File: config.mk
export PLATFORM = sky130hd
export DESIGN_NAME = imem_boot_loader
export DESIGN_NICKNAME = d
export VERILOG_FILES = /design/src/rtl/imem_boot_loader_pkg.sv /design/src/rtl/imem_boot_loader_byte_packer.sv /design/src/rtl/imem_boot_loader.sv
export SDC_FILE = /design/constraint.sdc
export NUM_CORES = 1
export LEC_CHECK = 0
export CAP_MARGIN = 20
export CORE_MARGIN = 2
export CORE_UTILIZATION = 42
export CTS_CLUSTER_SIZE = 8
export DETAILED_ROUTE_END_ITERATION = 8
export HOLD_SLACK_MARGIN = 0.03
export PLACE_DENSITY = 0.79
export SETUP_SLACK_MARGIN = 0.1
export SLEW_MARGIN = 25
export SYNTH_ARGS = -nofsm -noshare
export SYNTH_HDL_FRONTEND = slang
export SYNTH_HIERARCHICAL = 1
export SYNTH_SLANG_ARGS = --single-unit
File: constraint.sdc
create_clock -name clk -period 3.2 [get_ports clk]
set_clock_uncertainty 0.2 [all_clocks]
set_input_delay 0.32 -clock clk [delete_from_list [all_inputs] [get_ports clk]]
set_output_delay 0.32 -clock clk [all_outputs]
set_load 0.02 [all_outputs]
File: src/rtl/imem_boot_loader_pkg.sv
// Shared types and constants for the instruction-memory boot loader.
package imem_boot_loader_pkg;

  localparam int          LEN_W     = 16;
  localparam logic [31:0] NOP_INSTR = 32'h00000013;  // addi x0,x0,0

  typedef enum logic [1:0] {IDLE, LOAD, WRITE, RUN} loader_state_t;

  // A load length is usable only if it is a whole, nonzero number of words that fits in imem.
  function automatic logic len_legal(input logic [LEN_W-1:0] len, input int mem_bytes);
    return (len != '0) && (len[1:0] == 2'b00) && (int'(len) <= mem_bytes);
  endfunction

endpackage

File: src/rtl/imem_boot_loader_byte_packer.sv
// Packs a byte stream little-endian into 32-bit words; first byte of a word lands in [7:0].
module imem_boot_loader_byte_packer (
  input  logic        clk,
  input  logic        rst_n,
  input  logic        clear,
  input  logic        accept,
  input  logic [7:0]  data,
  output logic [31:0] word,
  output logic        word_full
);

  logic [1:0]      lane;
  logic [3:0][7:0] lanes;

  // Lane register and lane counter; clear drops any partial word.
  always_ff @(posedge clk or negedge rst_n) begin
    if (!rst_n) begin
      lane  <= '0;
      lanes <= '0;
    end else if (clear) begin
      lane  <= '0;
      lanes <= '0;
    end else if (accept) begin
      lanes[lane] <= data;
      lane        <= lane + 2'd1;
    end
  end

  assign word      = lanes;
  // High in the cycle the fourth byte of a word is taken; the word is complete on the next edge.
  assign word_full = accept && (lane == 2'd3);

endmodule

File: src/rtl/imem_boot_loader.sv
// Owns imem between a byte-stream program loader and core fetch.
module imem_boot_loader
  import imem_boot_loader_pkg::*;
#(
  parameter int          MEM_BYTES = 256,
  parameter logic [31:0] BASE_ADDR = 32'h0,
  parameter bit          BOOT_RUN  = 1'b0
) (
  input  logic             clk,
  input  logic             rst_n,
  input  logic             LoadStart,
  input  logic [LEN_W-1:0] LoadLength,
  input  logic [7:0]       ByteData,
  input  logic             ByteValid,
  output logic             ByteReady,
  input  logic [31:0]      FetchAddress,
  output logic [31:0]      Instruction,
  output logic [31:0]      MemAddress,
  output logic [31:0]      MemWrData,
  output logic             MemWrEn,
  input  logic [31:0]      MemRdData,
  output logic             CoreRun,
  output logic             LoadDone,
  output logic             LoadError
);

  localparam loader_state_t RESET_STATE = BOOT_RUN ? RUN : IDLE;

  loader_state_t    state_q, state_d;
  logic [LEN_W-1:0] count, len_q;
  logic [31:0]      addr;
  logic             start_ok, start_bad, accept, word_full, last_word;

  assign accept    = ByteValid && (state_q == LOAD);
  assign last_word = (count == len_q);

  imem_boot_loader_byte_packer u_packer (
    .clk       (clk),
    .rst_n     (rst_n),
    .clear     (start_ok),
    .accept    (accept),
    .data      (ByteData),
    .word      (MemWrData),
    .word_full (word_full)
  );

  // State register.
  always_ff @(posedge clk or negedge rst_n) begin
    if (!rst_n) state_q <= RESET_STATE;
    else        state_q <= state_d;
  end

  // Next state; LoadStart is only honoured while the loader is not mid-load.
  always_comb begin
    state_d   = state_q;
    start_ok  = 1'b0;
    start_bad = 1'b0;
    case (state_q)
      IDLE, RUN: begin
        if (LoadStart) begin
          if (len_legal(LoadLength, MEM_BYTES)) begin
            start_ok = 1'b1;
            state_d  = LOAD;
          end else begin
            start_bad = 1'b1;
          end
        end
      end
      LOAD:    if (word_full) state_d = WRITE;
      WRITE:   state_d = last_word ? RUN : LOAD;
      default: state_d = IDLE;
    endcase
  end

  // Address/length counters and registered status outputs.
  always_ff @(posedge clk or negedge rst_n) begin
    if (!rst_n) begin
      count      <= '0;
      len_q      <= '0;
      addr       <= BASE_ADDR;
      CoreRun    <= BOOT_RUN;
      LoadDone   <= 1'b0;
      LoadError  <= 1'b0;
    end else begin
      LoadDone <= 1'b0;
      if (start_ok) begin
        CoreRun   <= 1'b0;
        LoadError <= 1'b0;
        addr      <= BASE_ADDR;
        count     <= '0;
        len_q     <= LoadLength;
      end
      if (start_bad) LoadError <= 1'b1;
      if (accept)    count <= count + 1'b1;
      if (state_q == WRITE) begin
        addr <= addr + 32'd4;
        if (last_word) begin
          CoreRun  <= 1'b1;
          LoadDone <= 1'b1;
        end
      end
    end
  end

  // WRITE is a one-cycle bubble in the byte stream while the word goes to imem.
  assign ByteReady   = (state_q == LOAD);
  assign MemWrEn     = (state_q == WRITE);
  assign MemAddress  = (state_q == RUN) ? FetchAddress : addr;
  assign Instruction = (state_q == RUN) ? MemRdData : NOP_INSTR;

endmodule

---- Word-level counts from Yosys, hierarchy flattened ----
Cells that the tools add are included.
word-level totals
  logic and storage cells ................. 70
  register bits after elaboration ......... 103
  input bits .............................. 92
  output and inout port bits .............. 101
cells by class
  reduce and logical (&&, ||, !) cells .... 13
  mux-type cells .......................... 31
  magnitude comparators ................... 3
  eq/ne operators ......................... 8
  add/sub/neg operators ................... 3
operators with widths
  kind                     number
  $mux W32                 6
  $add A32 B3 Y32 const B  1
  $bwmux W32               1
  $mux W16                 2
  $add A16 B1 Y16 const B  1
  $demux W8 S2             1
  $eq A16 B16 Y1           1
  $le A16 B9 Y1 const B    1
  $reduce_bool A16 Y1      1
  $mux W1                  13
  $mux W2                  6
  $mux W8                  1
  $eq A2 B2 Y1 const B     3
  $pmux W2 S3              1
  $reduce_bool A2 Y1       3
  $logic_and A1 B1 Y1      5
  $logic_not A2 Y1         2
  $ne A2 B2 Y1 const B     2
  $lt A2 B3 Y1 const B     1
  $reduce_and A3 Y1        1
  $add A2 B1 Y2 const B    1
  $eq A2 B1 Y1 const B     1
  $ge A2 B1 Y1 const B     1
  $ne A2 B1 Y1 const B     1
  $reduce_or A2 Y1         1

---- Longest topological paths before layout ----
  depth after elaboration ................. 9
  mapped depth ............................ 11
  depth with buffers taken out ............ 8

---- Cells and area by module ----
The synthesis kept the hierarchy.
modules (own cells, without submodules)
  module                        area an instance (um2)  cells each  times used  seq. area each (um2)
  imem_boot_loader              4145.2                  459         1           1676.6
  imem_boot_loader_byte_packer  1571.5                  126         1           850.8

---- Worst setup path before layout ----
No wires, ideal clock.
  path kind ............................... input-to-reg
  start point ............................. in LoadLength[3]
  end point ............................... reg len_q[5]
  buffers on the path ..................... 2
  arrival ................................. 2181 ps
  stages on the path ...................... 6
  data required time ...................... 2875 ps
  library setup time ...................... 125 ps
  path slack .............................. 694 ps
  cell sequence ........................... or4_4 > o31a_1 > or4b_1 > buf_2 > buf_6 > mux2_4
on the way
  longest elaborated chain between the ends .. 6
  elaborated cells between the ends (all ways) .. 7
  classes of those cells .................. order compare: 1; mux: 3; reduce/logical: 3
RTL lines
  element                                                                RTL line                    RTL
  from (decl)                                                            imem_boot_loader.sv:12      input logic [LEN_W-1:0] LoadLength,
  parallel branches: the longest is 2 deep, another holds $le A16 B9 Y1  -
  $logic_and A1 B1 Y1 (*)                                                imem_boot_loader_pkg.sv:11  return (len != '0) && (len[1:0] == 2'b00) && (int'(len) <= mem_bytes);
  $mux W1 (*)                                                            imem_boot_loader.sv:61      if (len_legal(LoadLength, MEM_BYTES)) begin
  $mux W1 (*)                                                            imem_boot_loader.sv:60      if (LoadStart) begin
  $mux W1 (*)                                                            imem_boot_loader.sv:58      case (state_q)
  to (signal assigned)                                                   imem_boot_loader.sv:91      len_q <= LoadLength;
  to (decl)                                                              imem_boot_loader.sv:30      logic [LEN_W-1:0] count, len_q;
Mark *: on every way between the ends.
A chain may end at the register's enable or synchronous reset.

---- Final worst setup path ----
  start point ............................. in LoadLength[3]
  end point ............................... reg count[15]
on the way
  longest elaborated chain between the ends .. 7
  elaborated cells between the ends (all ways) .. 8
  classes of those cells .................. order compare: 1; mux: 3; reduce/logical: 4
RTL lines
  element                                                                RTL line                    RTL
  parallel branches: the longest is 2 deep, another holds $le A16 B9 Y1  -
  $logic_and A1 B1 Y1 (*)                                                imem_boot_loader_pkg.sv:11
  $mux W1 (*)                                                            imem_boot_loader.sv:61
  $mux W1 (*)                                                            imem_boot_loader.sv:60
  $mux W1 (*)                                                            imem_boot_loader.sv:58
  $reduce_bool A2 Y1 (no line) (*)                                       -
  to (signal assigned)                                                   imem_boot_loader.sv:94      if (accept) count <= count + 1'b1;
  to (decl)                                                              imem_boot_loader.sv:30
Marked as above.

==> results.yml <==
run_status:
  outcome: "complete, no violations"
timing:
  max_freq_ghz: 0.365
  setup_viol_count_final: 0
  whs_ns: 0.296
  final_hold_viol_count: 0
  period_needed_ns: 2.74
  fin_crit_sh: 0.856
  tightest_slew_ns: 0.782
  tns_ns: 0
  rsz0062_at_grt: "no"
  slew_viol_final: 0
  slew_headroom: 0.477
  layout_setup_ws_ns: 0.462
route:
  post_drt_wl_per_cell_um: 16.6
  drtPass1Iterations: 6
  wirelength_mm: 15.8
  via_count: 5166
  dr.first_iter.drc_count: 498
  drc: 0
  ant_nets: 0
  viasPerCell: 5.44
synth:
  synth_compound_area_frac: 0.0970
  synthMostInstantiatedCell: "dfrtp_1"
  synth_top_area_frac: 0.442
  synth_cells: 585
  netlist_area_sq_mm: 0.00572
  async_flop_share: 1.00
  yosysSeqAreaShare: 0.442
  synth-seq-cells: 101
  syn-num-nets: 687
  synth_top_family_by_area: "simple AND/OR/NAND/NOR gates"
  ys.flop_type: "dfrtp_1"
  synthAdderAreaFrac: 0.0219
  synthTopCellsByCount: "dfrtp_1, nand2b_1, o21ai_0, and2_1, mux2i_1"
  yosysTopAreaCell: "dfrtp_1"
  synth_xor_area_frac: 0.0291
  synth-edff-count: 0
  avgSynthCellArea_sq_um: 9.77
  yosys-top-cells-area: "dfrtp_1, mux2i_1, mux2_2, nand2b_1, and2_1"
  synthSimpleGateAreaFrac: 0.238
  synthDistinctLibCells: 47
  ys.warnings.count: 6
  synthMuxAreaShare: 0.136
placement:
  gp_congestion: 0.891
  dp_slack_ns: 0.144
  hpwlAfterDp_mm: 11.6
  numPortBuffers: 192
worst_hold_path:
  worstHoldPathType: "flip-flop to flip-flop"
global_routing:
  grt_use_total: 0.214
  grt_pass1_vias: 5050
  grt_pass1_wl_mm: 25.3
  grt_max_degree: 69
  grt.overflow.total: 0
  antenna_found_initial: 0
clock_network:
  cts_sinks: 101
  clock_path_buffers: 2
  post-cts-setup-buffers: 0
  clock_latency_ns: 0.34
  cts_buffers: 9
  clk_pin_slew_ns: 0.07
  cts_tree: "built"
  cts_root_buf: "clkbuf_16"
  cts_htree_levels: 3
cells_and_area:
  diodes: 0
  drive_gt1_frac: 0.0970
  fin_nets: 870
  postLayoutCoreUtil: 0.615
  area_delta_synth_final_pct: 42.5
  fill_cells: 1083
power_and_ir_drop:
  finalPower_mw: 6.21
  seq_power_share: 0.338
  power_per_cell_area_mw_per_mm2: 762
  switching_share: 0.401
  net-switching-power_mw: 2.49
  pwr-share-comb: 0.492
  vdd_drop_max_mv: 0.409
  clkPwrFrac: 0.170
  power.leakage_nw: 3.53
  p_int_mw: 3.72
worst_setup_path:
  critPathLaunchType: "primary input"
  crit_arrival_ns: 2.75
  path_max_fanout: 8
  critPathRequiredTime_ns: 3.21
  worstSetupEndpointType: "flip-flop"
  crit_type: "primary input to flip-flop"
floorplanning:
  die_y_um: 121
  core_area_sq_mm: 0.0132
  num_rows: 42
  dieWidth_um: 121
  pin_count: 193
  start_util: 0.432
  dieArea_sq_mm: 0.0146
flow_run:
  drv_cap: 0
-- power by group through the flow --
stage	registers (mW)	clock network [mW]	logic (mW)
floorplan	2.23	0	1.50
global placement	2.09	0	2.98
detailed placement	2.12	0	3.07
CTS	2.10	1.08	3.08
global route	2.17	1.13	3.28
finish	2.10	1.05	3.05
-- cell usage in the layout, fill, tap and decap left out, drive strengths merged, types with 4 or more instances in the layout --
| cell | Yosys | final |
|---|---|---|
| ha | 10 | 10 |
| dfrtp | 101 | 101 |
| clkbuf | 26 | 9 |
| mux2i | 39 | 39 |
| buf | 9 | 15 |
| a21o | 4 | 4 |
| nand2 | 28 | 28 |
| nor3 | 9 | 9 |
| nand3 | 36 | 36 |
| xnor2 | 17 | 17 |
| and4 | 4 | 4 |
| nand4 | 26 | 26 |
| a31oi | 13 | 13 |
| a21oi | 21 | 21 |
| o21ai | 45 | 45 |
| inv | 12 | 15 |
| and3 | 11 | 11 |
| or3 | 6 | 6 |
| clkdlybuf4s50 | 0 | 191 |
| nor4 | 7 | 7 |
| and2 | 41 | 41 |
| mux2 | 33 | 33 |
| nor2 | 17 | 17 |
| nand2b | 45 | 45 |
-- registers in the layout, indices dropped and copies added, names as in the netlist --
| signal | flops |
|---|---|
| LoadError | 1 |
| u_packer/lane | 2 |
| count | 16 |
| u_packer/word | 32 |
| CoreRun | 1 |
| LoadDone | 1 |
| len_q | 16 |
| addr | 30 |
| state_q | 2 |
-- repair_timing --
action,4_1_cts,5_1_grt
hold buffers,1,0
hold endpoints to repair,46,0
resized for setup,0,0
-- worst max-delay path, stage by stage --
cell	delay (ns)
clkdlybuf4s50_1	0.42
or4_4	0.54
o31a_1	0.30
or4b_2	0.79
o221ai_1	0.26
o31ai_1	0.12
-- path summary, 6_finish.rpt --
check	start	to	slack, ns	depth (start not counted)
worst max-delay path	LoadLength[3]	count[15]	0.46	6
worst max register to register	state_q[0]	count[15]	0.80	5
max in group asynchronous	rst_n	len_q[11]	1.71	3
worst min register to register	CoreRun	CoreRun	0.30	2
min in group asynchronous	rst_n	addr[19]	0.35	2
worst min-delay path	CoreRun	CoreRun	0.30	2
-- metal layers --
| metal | up-vias | wire [um] | global-route usage |
|---|---|---|---|
| met1 | 2514 | 6590 | 0.270 |
| met2 | 196 | 8050 | 0.381 |
| met3 | 11 | 984 | 0.0377 |
| met4 | 0 | 144 | 0.0523 |
| li1 | 2445 | - | - |
| met5 | - | 0 | 0 |
-- through the flow --
step	cells	cell area, sq um
3_3_place_gp	932	7860
2_1_floorplan	585	5720
5_1_grt	949	8150
6_report	949	8150
4_1_cts	949	8150
3_5_place_dp	932	7860
-- cell type report --
| type | instances | area, sq um | area share |
|---|---|---|---|
| multi-input cells | 436 | 2990 | 0.366 |
| flip-flops and latches | 101 | 2530 | 0.310 |
| repair buffers | 207 | 2080 | 0.256 |
| clock buffers | 9 | 225 | 0.0276 |
| well taps | 176 | 220 | 0.0270 |
| clock inverters | 7 | 57.6 | 0.00706 |
| inverters | 13 | 48.8 | 0.00599 |
-- cells by family (layout without fill, tap and decap cells) --
family | Yosys count | after routing
AND/OR/NAND/NOR | 238 | 238
flip-flops | 101 | 101
AO/OA/AOI/OAI | 97 | 97
multiplexers | 72 | 72
buffers and inverters | 48 | 236
XOR/XNOR | 19 | 19
adder cells (fa/ha/maj) | 10 | 10
No activity file was read; power rests on OpenSTA's default activity.
